$ cat src/rtl/gc_row_scheduler.sv
// Row-select sequencer for the gain-cell 3:8 decoder: host access vs. refresh.
// Optional REF_OVERRUN_EN adds ref_overrun / ref_overrun_cnt outputs.
module gc_row_scheduler #(
    parameter int ROW_W            = 3,
    parameter int REFRESH_INTERVAL = 64,
    parameter int ACCESS_CYCLES    = 2,
    parameter int PRECHARGE_CYCLES = 1
) (
    input  logic             clk,
    input  logic             rst_n,
    input  logic             req_valid,
    output logic             req_ready,
    input  logic             req_we,
    input  logic [ROW_W-1:0] req_row,
    output logic             wl_en,
    output logic [ROW_W-1:0] wl_sel,
    output logic             wl_we,
    output logic             ref_active,
    output logic             done,
    output logic [ROW_W-1:0] ref_ptr
`ifdef REF_OVERRUN_EN
    ,
    output logic             ref_overrun,
    output logic [7:0]       ref_overrun_cnt
`endif
);

    localparam int CNT_W  = $clog2(REFRESH_INTERVAL);
    localparam int PH_MAX = (ACCESS_CYCLES > PRECHARGE_CYCLES) ?
                            ACCESS_CYCLES : PRECHARGE_CYCLES;
    localparam int PH_W   = $clog2(PH_MAX + 1);

    typedef enum logic [1:0] {
        IDLE,
        ACTIVE,
        PRECHARGE
    } state_t;

    state_t            state;
    state_t            state_n;
    logic [CNT_W-1:0]  cnt;
    logic [PH_W-1:0]   ph;
    logic              ref_pend;
    logic              pend_n;
    logic              expire;
    logic              service;
    logic              accept;
    logic              ph_zero;
    logic              pre_last_n;

    assign expire  = (cnt == '0);
    assign service = (state == IDLE) && ref_pend;
    assign accept  = (state == IDLE) && !ref_pend && req_valid && req_ready;
    assign ph_zero = (ph == '0);
    assign pend_n  = expire | (ref_pend & ~service);

    // pre_last_n: the cycle entered at this edge is the final precharge cycle
    always_comb begin
        state_n    = state;
        pre_last_n = 1'b0;
        unique case (state)
            IDLE: begin
                if (service || accept) state_n = ACTIVE;
            end
            ACTIVE: begin
                if (ph_zero) begin
                    state_n    = PRECHARGE;
                    pre_last_n = (PRECHARGE_CYCLES == 1);
                end
            end
            PRECHARGE: begin
                if (ph_zero) state_n = IDLE;
                else         pre_last_n = (ph == PH_W'(1));
            end
            default: state_n = IDLE;
        endcase
    end

    always_ff @(posedge clk or negedge rst_n) begin
        if (!rst_n) begin
            state      <= IDLE;
            cnt        <= CNT_W'(REFRESH_INTERVAL - 1);
            ph         <= '0;
            ref_pend   <= 1'b0;
            ref_ptr    <= '0;
            req_ready  <= 1'b0;
            wl_en      <= 1'b0;
            wl_sel     <= '0;
            wl_we      <= 1'b0;
            ref_active <= 1'b0;
            done       <= 1'b0;
        end else begin
            cnt       <= expire ? CNT_W'(REFRESH_INTERVAL - 1) : cnt - CNT_W'(1);
            ref_pend  <= pend_n;
            state     <= state_n;
            req_ready <= (state_n == IDLE) && !pend_n;
            done      <= pre_last_n && !ref_active;
            if (pre_last_n && ref_active) ref_ptr <= ref_ptr + ROW_W'(1);
            unique case (state)
                IDLE: begin
                    if (service) begin
                        wl_en      <= 1'b1;
                        wl_sel     <= ref_ptr;
                        wl_we      <= 1'b0;
                        ref_active <= 1'b1;
                        ph         <= PH_W'(ACCESS_CYCLES - 1);
                    end else if (accept) begin
                        wl_en  <= 1'b1;
                        wl_sel <= req_row;
                        wl_we  <= req_we;
                        ph     <= PH_W'(ACCESS_CYCLES - 1);
                    end
                end
                ACTIVE: begin
                    if (ph_zero) begin
                        wl_en <= 1'b0;
                        wl_we <= 1'b0;
                        ph    <= PH_W'(PRECHARGE_CYCLES - 1);
                    end else begin
                        ph <= ph - PH_W'(1);
                    end
                end
                PRECHARGE: begin
                    if (ph_zero) ref_active <= 1'b0;
                    else         ph <= ph - PH_W'(1);
                end
                default: begin
                    wl_en <= 1'b0;
                    wl_we <= 1'b0;
                end
            endcase
        end
    end

`ifdef REF_OVERRUN_EN
    // An expiry landing on a still-pending refresh is lost; record it
    logic overrun;
    assign overrun = expire & ref_pend & ~service;

    always_ff @(posedge clk or negedge rst_n) begin
        if (!rst_n) begin
            ref_overrun     <= 1'b0;
            ref_overrun_cnt <= '0;
        end else begin
            ref_overrun <= overrun;
            if (overrun && ref_overrun_cnt != 8'hff)
                ref_overrun_cnt <= ref_overrun_cnt + 8'd1;
        end
    end
`endif

endmodule
$ cat config.mk
export PLATFORM = sky130hd
export DESIGN_NAME = gc_row_scheduler
export DESIGN_NICKNAME = d
export VERILOG_FILES = /design/src/rtl/gc_row_scheduler.sv
export SDC_FILE = /design/constraint.sdc
export NUM_CORES = 1
export LEC_CHECK = 0
export ABC_AREA = 1
export BUFFER_PORTS_ARGS = -buffer_cell sky130_fd_sc_hd__buf_2
export CAP_MARGIN = 30
export CORE_MARGIN = 8
export CORE_UTILIZATION = 50
export DETAILED_ROUTE_END_ITERATION = 8
export GPL_TIMING_DRIVEN = 0
export PLACE_DENSITY = 0.74
export SLEW_MARGIN = 10
export SYNTH_ARGS = -nofsm -noshare
export SYNTH_HDL_FRONTEND = slang
export SYNTH_SLANG_ARGS = --single-unit
$ cat constraint.sdc
create_clock -name clk -period 1.5 [get_ports clk]
set_clock_uncertainty 0.1 [all_clocks]
set_input_delay 0.3 -clock clk [delete_from_list [all_inputs] [get_ports clk]]
set_output_delay 0.3 -clock clk [all_outputs]
set_load 0.01 [all_outputs]
* Word-level counts from Yosys, hierarchy flattened
Cells that the tools add are included.
** Storage, ports and cells
- Flip-flop bits (word level) :: 22
- Bits of input ports :: 7
- Output and inout port bits :: 11
- Word-level logic and storage cells :: 72
** Cells by class
- Add/sub/neg operators :: 3
- Equality and inequality tests :: 8
- Muxes and demuxes :: 24
- Bitwise operators :: 4
- Reduce and logical (&&, ||, !) cells :: 22
** Operator list (number)
- 2-bit 2-to-1 mux :: 7
- 2-bit case mux with 3 select lines :: 2
- 3-bit AND reduction :: 3
- 1-bit 2-to-1 mux :: 8
- 2-bit != test, second input constant :: 4
- 1-bit logical AND :: 7
- 2-bit logical NOT :: 3
- 6-bit logical NOT :: 1
- 3-bit 2-to-1 mux :: 2
- 6-bit 2-to-1 mux :: 1
- 1-bit case mux with 3 select lines :: 2
- 6-bit by 1-bit subtractor with 6-bit output, second input constant :: 1
- 2-bit by 1-bit == test with 1-bit output, second input constant :: 2
- 1-bit case mux with 2 select lines :: 2
- 2-bit nonzero test :: 2
- 3-bit by 1-bit adder with 3-bit output, second input constant :: 1
- 1-bit logical NOT :: 3
- 3-bit != test, second input constant :: 1
- 3-bit nonzero test :: 1
- 2-bit == test, second input constant :: 1
- 1-bit inverter :: 2
- 2-bit AND reduction :: 1
- 2-bit by 1-bit subtractor with 2-bit output, second input constant :: 1
- 1-bit bitwise AND :: 1
- other kinds (2) :: 2

* Logic depth before layout (Yosys ltp)
Gate-level depths: netlist of the first run.
- Depth after elaboration :: 9
- Depth in mapped cells :: 9
- Depth with buffers taken out :: 9

* Worst setup path before layout of the first run
OpenSTA, ideal clock, no wires.
- Path type :: register to register
- From :: register state[0]
- To :: register req_ready
- Library setup time :: 0.120 ns
- Data arrival time :: 1.172 ns
- Required time :: 1.280 ns
- Slack :: 0.108 ns
- Cell stages (with the launch flop) :: 10
- Buffers on the path :: 0
- Clock period less this slack :: 1.392 ns
- Cell sequence :: dfrtp_1 -> inv_1 -> ha_1 -> inv_2 -> nor2_4 -> nand2_1 -> nand2_1 -> nand2_1 -> nand2_1 -> nor2_1
** On the way
- Longest elaborated chain between the ends :: 9
- Elaborated cells on any way between the ends :: 18
- Those cells by class :: 2 x eq/ne; 4 x mux; 3 x bitwise; 9 x reduce/logical
** RTL lines
- from (decl) :: line 39 : state_t state;
- from (signal assigned) :: line 95 : state <= state_n;
- 2-bit logical NOT :: line 52, 53, 61
- 1-bit logical AND (3 in series) :: line 53 : assign accept = (state == IDLE) && !ref_pend && req_valid && req_ready;
- 1-bit logical OR :: line 63 : if (service || accept) state_n = ACTIVE;
- 2-bit 2-to-1 mux :: line 63
- 2-bit case mux with 3 select lines :: line 61 : unique case (state)
- 2-bit logical NOT :: line 96 : req_ready <= (state_n == IDLE) && !pend_n;
- 1-bit logical AND (*) :: line 96
- to (signal assigned) :: line 96
- to (decl) :: line 12 : output logic req_ready,
Every way passes the cells marked *; elsewhere a longest branch is shown, timed or not.
A chain may end at the register's enable or synchronous reset.

* Worst setup path after layout of the first run
Ends and elaborated chain as after synthesis.

==> results.md, run 1 <==
* Worst IR drop on VDD at ~0.0011 V
* Wire length of the first global-routing pass at 4.13 mm
* Instance count of the mapped netlist at about 140
* Critical path's top delay family: flip-flops
* I/O pin cnt at 18
* Die span in y at around 65 um
* Core area at 0.00223 mm^2
* Register clock-pin slew on the reported worst setup and hold paths at 0.13 ns
* Maximum root-to-sink buffer count at 2
* Clock Root Buffer: sky130_fd_sc_hd__clkbuf_4
* Via count normalized by instance count at roughly 5.1
* Worst setup SP type: flip-flop
* Yosys Warn Count at 0
* Launching point of the worst reg2reg path: state[0]
* Largest stage delay on the critical path at 0.43 ns
* Initial antenna violation count at 0
* Period minus WS final at 1.55 ns
* Average size of a mapped cell at 8.52 um^2
* Instance area at placement at approximately 0.0013 mm^2
* Number of instances in the placed design at 186
* Cts bufs inserted at 3
* Wire length on met1 at 1.26 mm
* Max Used Layer: met4
* Count of endpoints failing hold in the final timing report at 0
* HPWL Detailed at 1.81 mm
* Width of the chip at 65.0 um
* Netlist Area Pre-Place at approximately 0.0012 mm^2
* Data arrival, critical path at ~1.7 ns
* Result of the run: complete, but fails checks
* Initial standard-cell utilization of the core at 0.538
* Antenna-violating nets left at 0
* Count of antenna diodes in the layout at 0
* Cell seen most often among critical-path stages: sky130_fd_sc_hd__nand2_2
* Via count of the routed design at 1027
* Flops & latches, synth at 22
* Mean routed wirelength per cell at 14.2 um
* Cell Chain, Critical Path: inv_2 -> buf_12 -> ha_4 -> a21oi_1 -> nand2_2 -> nand2_2 -> nand2_2 -> nor2_1
* Nets@finish at 194
* Setup WS post-layout at -0.0516 ns
* MaxCap Viol Count at 0
* RSZ-0062 raised after global routing: true
* Class of the tightest hold or removal check: input port to flip-flop
* Total of buffers placed on input and output ports at 17
* Pwr/cell area at 1820 mW/mm^2
* Clock Sink Count at 22
* Max Fclk at 0.644 GHz
* TritonCTS clock tree: built
* DR pass1 iterations at 5
* Syn nets at 159
* Total length of routed wires at 2.88 mm
* Area growth, synth to finish at 29.8%
* Post-route non-filler standard cell count at 203
* Setup Slack @ Placement at -0.103 ns
* Residual DRC count at 0
* Pin count of the biggest net entering global routing at 23
* H-tree levels at 1
* Vias in the first global route at 1006
* Number of placement rows at 17
* DIE AREA at 0.00423 mm^2
* Pins over their slew limit at 0
* Hold wc startpoint: req_we
* Required time at the endpoint of the critical path at approximately 1.7 ns
* Routed wire length on met2 at 1.46 mm
* Setup violations, final at 3
* Setup_tns at -0.0769 ns
* Failing checks: setup timing
* Leakage at 0.818 nW
* Detail Route met3 WL at 125 um
* Element type at the critical path end: flip-flop
* Share of layout cells above drive strength 1 at 0.360
* Measured slew at the worst slew-check pin at 0.481 ns
* Core occupancy in the finished layout at 0.698
* Fraction of the cycle the final worst path needs at 1.03
* Setup CP Type: flip-flop to flip-flop
* Overflow left after global routing at 0
* Headroom to the max-slew limit at 0.679
* Routability congestion estimate from global placement at approximately 0.8
* Crit-path max FO at 6
* Worst-path cell with the longest stage delay: sky130_fd_sc_hd__dfrtp_1
* Fin area at 0.00156 mm^2
* Clock Latency Late Sink at approximately 0.31 ns
* Unique masters post-synth at 21
* Sequential-to-total area share from yosys stat at 0.465
* Number of buffer and inverter instances along the worst setup path at 2
* Detailed router's first-iteration violation count at 26
* Worst Setup SP: state[0]
* Global Route Usage Sum at 0.122
-- synth_stat cells, drive strengths merged --
cell     n  area, um^2
nand3b   1        7.51
o21a     2        15.0
dfstp    6         158
nor2    11        48.8
o21ai   11        55.1
o22ai    1        6.26
xor2     1        8.76
ha      11         138
nand3   12        70.1
a21oi    7        53.8
nand2   37         139
dfrtp   16         400
or2      1        6.26
inv     23        86.3
xnor2    1        8.76
-- cell type report --
class / instances / area, um^2
clock buffer: 3 / 22.5
clock inverter: 1 / 30.0
fill: 171 / 674
inverter: 23 / 91.3
multi-input combinational: 96 / 624
sequential: 22 / 558
tap: 28 / 35.0
timing repair buffer: 30 / 198
-- tightest hold or removal path, stage by stage --
cell and delay, ns:
sky130_fd_sc_hd__buf_2 0.10, sky130_fd_sc_hd__nand2_1 0.05, sky130_fd_sc_hd__o21ai_1 0.06
-- logic make-up (layout without fill, tap and decap cells) --
family / count (synthesis) / after routing / synth area share
XOR/XNOR: 2 / 2 / 0.0146
buffers and inverters: 23 / 57 / 0.0719
AND/OR/NAND/NOR: 62 / 62 / 0.226
adder cells (fa/ha/maj): 11 / 11 / 0.115
AO/OA/AOI/OAI: 21 / 21 / 0.108
flip-flops: 22 / 22 / 0.465
-- metal layers --
layer	up-vias	global-route usage
li1	508	-
met1	483	0.141
met2	32	0.212
met3	4	0.0223
met4	0	0.0545
met5	-	0
-- where the power goes --
part / leakage, nW / internal (W) / switching, W / total (W)
sequential: 0.264 / 0.000727 / 0.0000744 / 0.000801
clock: 0.0279 / 0.000270 / 0.000189 / 0.000459
combinational: 0.526 / 0.000699 / 0.000872 / 0.00157
-- flip-flops by register name (all words and copies together), names as in the netlist --
| register | flops |
|---|---|
| wl_en | 1 |
| wl_we | 1 |
| cnt | 6 |
| done | 1 |
| req_ready | 1 |
| ph | 2 |
| ref_active | 1 |
| state | 2 |
| wl_sel | 3 |
| ref_ptr | 3 |
| ref_pend | 1 |
-- per-stage QoR --
stage / total power, W / hold slack, ns
after floorplan: 0.00150 / -0.0956
after global placement: 0.00173 / 0.185
after detailed placement: 0.00178 / 0.187
after CTS: 0.00250 / 0.112
after global routing: 0.00301 / 0.135
final: 0.00283 / 0.120
-- layout by cell type (no fill, tap or decap) --
| cell | synthesis | final |
|---|---|---|
| sky130_fd_sc_hd__nand3_4 | 0 | 1 |
| sky130_fd_sc_hd__bufinv_16 | 0 | 1 |
| sky130_fd_sc_hd__nand3b_1 | 1 | 1 |
| sky130_fd_sc_hd__nand2_2 | 0 | 8 |
| sky130_fd_sc_hd__clkbuf_4 | 0 | 3 |
| sky130_fd_sc_hd__a21oi_4 | 1 | 2 |
| sky130_fd_sc_hd__inv_1 | 20 | 17 |
| sky130_fd_sc_hd__a21oi_1 | 4 | 4 |
| sky130_fd_sc_hd__ha_4 | 0 | 2 |
| sky130_fd_sc_hd__dlygate4sd3_1 | 0 | 1 |
| sky130_fd_sc_hd__dfstp_2 | 6 | 6 |
| sky130_fd_sc_hd__o21ai_1 | 6 | 6 |
| sky130_fd_sc_hd__o21a_1 | 2 | 2 |
| sky130_fd_sc_hd__o21ai_0 | 5 | 5 |
| sky130_fd_sc_hd__o22ai_1 | 1 | 1 |
| sky130_fd_sc_hd__xor2_1 | 1 | 1 |
| sky130_fd_sc_hd__xnor2_1 | 1 | 1 |
| sky130_fd_sc_hd__buf_4 | 0 | 11 |
| sky130_fd_sc_hd__buf_12 | 0 | 1 |
| sky130_fd_sc_hd__nand2_1 | 37 | 29 |
| sky130_fd_sc_hd__nand3_1 | 10 | 9 |
| sky130_fd_sc_hd__inv_2 | 3 | 5 |
| sky130_fd_sc_hd__nor2_1 | 10 | 10 |
| sky130_fd_sc_hd__a21oi_2 | 2 | 1 |
| sky130_fd_sc_hd__nand3_2 | 2 | 2 |
| sky130_fd_sc_hd__dfrtp_1 | 16 | 16 |
| sky130_fd_sc_hd__ha_1 | 11 | 8 |
| sky130_fd_sc_hd__or2_0 | 1 | 1 |
| sky130_fd_sc_hd__inv_6 | 0 | 1 |
| sky130_fd_sc_hd__buf_2 | 0 | 17 |
| sky130_fd_sc_hd__nor2_4 | 1 | 1 |
| sky130_fd_sc_hd__ha_2 | 0 | 1 |
-- final timing paths --
path	endpoint	slack, ns	cells past startpoint
max	req_ready	-0.05	8
min in group asynchronous	ref_ptr[1]	0.36	2
max reg2reg	req_ready	-0.05	8
max in group asynchronous	cnt[5]	0.59	2
min reg2reg	cnt[0]	0.37	1
min	wl_we	0.12	3
-- what timing repair did --
item / CTS / global route
gates resized for setup: 9 / 12
setup buffers: 6 / 6
setup endpoints to repair: 9 / 9
cloned: 0 / 0
hold buffers: 1 / 0
hold endpoints to repair: 16 / 0
pin swaps: 1 / 7
Note: power is estimated with default switching activity, not from simulation.
==> run 2, diff against run 1 <==
Settings changed: CORE_MARGIN 8 to default.
Clock period 1.5 ns to 1.4 ns, I/O delays scaled along.
==> results.md, run 2 (synthesis gave the netlist of run 1 again) <==
* Share of layout cells above drive strength 1 at 0.432 (was 0.360)
* HPWL Detailed at 1.67 mm (was 1.81 mm)
* Global Route Usage Sum at 0.242 (was 0.122)
* Register clock-pin slew on the reported worst setup and hold paths at 0.13 ns (about the same)
* Pwr/cell area at 1950 mW/mm^2 (was 1820 mW/mm^2)
* Residual DRC count at 0 (unchanged)
* I/O pin cnt at 18 (unchanged)
* Cell seen most often among critical-path stages: sky130_fd_sc_hd__nand2_2 (unchanged)
* Clock Latency Late Sink at 0.32 ns (was 0.31 ns)
* H-tree levels at 1 (unchanged)
* Count of endpoints failing hold in the final timing report at 0 (unchanged)
* Most used cells in the layout excluding fill and tap cells: sky130_fd_sc_hd__nand2_1 (28), sky130_fd_sc_hd__buf_2 (17), sky130_fd_sc_hd__dfrtp_1 (15) (was sky130_fd_sc_hd__nand2_1 (29), sky130_fd_sc_hd__inv_1 (17), sky130_fd_sc_hd__buf_2 (17))
* Class of the tightest hold or removal check: input port to flip-flop (unchanged)
* Nets@finish at 195 (was 194)
* DR pass1 iterations at 4 (was 5)
* Die span in y at 51.0 um (was 65.0 um)
* Wire length of the first global-routing pass at 4.64 mm (was 4.13 mm)
* Initial standard-cell utilization of the core at 0.538 (unchanged)
* Clock Sink Count at 22 (unchanged)
* Result of the run: complete, but fails checks (unchanged)
* RSZ-0062 raised after global routing: true (unchanged)
* Pin count of the biggest net entering global routing at 23 (unchanged)
* Mean routed wirelength per cell at 14.0 um (was 14.2 um)
* Number of placement rows at 17 (unchanged)
* Setup violations, final at 7 (was 3)
* Count of antenna diodes in the layout at 0 (unchanged)
* Setup_tns at -0.289 ns (was -0.0769 ns)
* Failing checks: setup timing (unchanged)
* Vias in the first global route at 1064 (was 1006)
* Max FFs per register at 6 (unchanged)
* Antenna-violating nets left at 0 (unchanged)
* Total of buffers placed on input and output ports at 17 (unchanged)
* Via count normalized by instance count at 5.15 (was 5.06)
* Fin area at 0.00163 mm^2 (was 0.00156 mm^2)
* DIE AREA at 0.00260 mm^2 (was 0.00423 mm^2)
* Worst IR drop on VDD at 0.00119 V (was 0.00110 V)
* Cell Chain, Critical Path: inv_2 -> ha_4 -> inv_6 -> nor2_4 -> nand2_2 -> nand2_2 -> nand2_2 -> nand2_2 -> nor2_2 (was inv_2 -> buf_12 -> ha_4 -> a21oi_1 -> nand2_2 -> nand2_2 -> nand2_2 -> nor2_1)
* Data arrival, critical path at 1.60 ns (was 1.71 ns)
* Detailed router's first-iteration violation count at 24 (was 26)
* Routability congestion estimate from global placement at 0.831 (was 0.812)
* Largest register by flop count: cnt (unchanged)
* Worst setup SP type: flip-flop (unchanged)
* Instance area at placement at 0.00132 mm^2 (unchanged)
* Hold slack final at 0.0901 ns (was 0.120 ns)
* Most frequent standard cell in the layout excluding fill and tap cells: sky130_fd_sc_hd__nand2_1 (unchanged)
* MaxCap Viol Count at 0 (unchanged)
* Period minus WS final at 1.48 ns (was 1.55 ns)
* Leakage at 0.820 nW (was 0.818 nW)
* Setup CP Type: flip-flop to flip-flop (unchanged)
* Maximum root-to-sink buffer count at 2 (unchanged)
* Max Fclk at 0.676 GHz (was 0.644 GHz)
* Area growth, synth to finish at 35.4% (was 29.8%)
* Worst hold stages at 3 (unchanged)
* Core area at 0.00223 mm^2 (unchanged)
* Worst r2r path cells at 9 (was 8)
* Initial antenna violation count at 0 (unchanged)
* TritonCTS clock tree: built (unchanged)
* Cts bufs inserted at 3 (unchanged)
* Element type at the critical path end: flip-flop (unchanged)
* Via count of the routed design at 1051 (was 1027)
* Width of the chip at 51.0 um (was 65.0 um)
* Crit-path max FO at 4 (was 6)
* Setup WS post-layout at -0.0798 ns (was -0.0516 ns)
* Overflow left after global routing at 0 (unchanged)
* Total length of routed wires at 2.86 mm (was 2.88 mm)
* Worst-path cell with the longest stage delay: sky130_fd_sc_hd__dfrtp_1 (unchanged)
* Headroom to the max-slew limit at 0.671 (was 0.679)
* Core occupancy in the finished layout at 0.728 (was 0.698)
* Measured slew at the worst slew-check pin at 0.493 ns (was 0.481 ns)
* Largest stage delay on the critical path at 0.42 ns (was 0.43 ns)
* Pins over their slew limit at 0 (unchanged)
* Required time at the endpoint of the critical path at 1.52 ns (was 1.66 ns)
* Fraction of the cycle the final worst path needs at 1.06 (was 1.03)
* Clock Root Buffer: sky130_fd_sc_hd__clkbuf_4 (unchanged)
* Largest registers: cnt (6), ref_ptr (3), wl_sel (3) (unchanged)
* Number of filler cells placed in the layout at 171 (unchanged)
run 2: cell types whose count changed in the layout (fill, tap and decap cells not counted), moves of 2 or more:
cell	previous run	this run
sky130_fd_sc_hd__inv_2	5	7
sky130_fd_sc_hd__inv_1	17	14
sky130_fd_sc_hd__nand2_4	0	2
sky130_fd_sc_hd__nor2_1	10	8
sky130_fd_sc_hd__ha_4	2	5
sky130_fd_sc_hd__buf_4	11	13
sky130_fd_sc_hd__o21ai_1	6	8
sky130_fd_sc_hd__nor2_2	0	2
sky130_fd_sc_hd__o21ai_0	5	2
sky130_fd_sc_hd__ha_1	8	4
run 2: routing by layer:
layer  vias up  part of all wire  track usage
met3         3             0.036       0.0327
met5         -                 0            0
met4         0            0.0094        0.134
met2        29              0.52        0.401
li1        518                 -            -
met1       501              0.43        0.301
run 2: path summary, 6_finish.rpt:
path,from,endpoint,slack (ns)
worst max-delay path,state[1],req_ready,-0.08
min in group asynchronous,rst_n,ph[0],0.34
worst max register to register,state[1],req_ready,-0.08
max in group asynchronous,rst_n,cnt[1],0.50
worst min register to register,cnt[0],cnt[0],0.38
worst min-delay path,req_we,wl_we,0.09
run 2: critical path: cells and delay by family, from the launching register on:
kind,cells,cell delay (ns)
AND/OR/NAND/NOR,6,0.49
flip-flops,1,0.42
adder cells (fa/ha/maj),1,0.18
buffers and inverters,2,0.18
run 2: power by group:
part	switching (W)	internal, W
Clock	0.000210	0.000290
Combinational	0.00100	0.000794
Sequential	0.0000887	0.000781
run 2: final cells by class:
| cell class | instances | area, um^2 | area share |
|---|---|---|---|
| sequential | 22 | 559 | 0.344 |
| clock buffer | 3 | 22.5 | 0.0138 |
| inverter | 23 | 93.8 | 0.0577 |
| timing repair buffer | 31 | 193 | 0.118 |
| clock inverter | 1 | 30.0 | 0.0185 |
| multi-input combinational | 96 | 693 | 0.426 |
| tap | 28 | 35.0 | 0.0215 |
run 2: stage by stage:
step           total power, W  worst slack (ns)  std cells
6_report              0.00317           -0.0798        204
5_1_grt               0.00336            -0.140        204
4_1_cts               0.00287           -0.0349        202
3_5_place_dp          0.00188            -0.208        186
3_3_place_gp          0.00184            -0.153        186
2_1_floorplan         0.00161           0.00827        141
run 2: repair_timing:
action | 4_1_cts | 5_1_grt
gates resized for setup | 25 | 18
pin swaps | 9 | 9
hold buffers | 1 | 0
hold endpoints to repair | 16 | 0
setup buffers | 11 | 2
setup endpoints to repair | 14 | 15
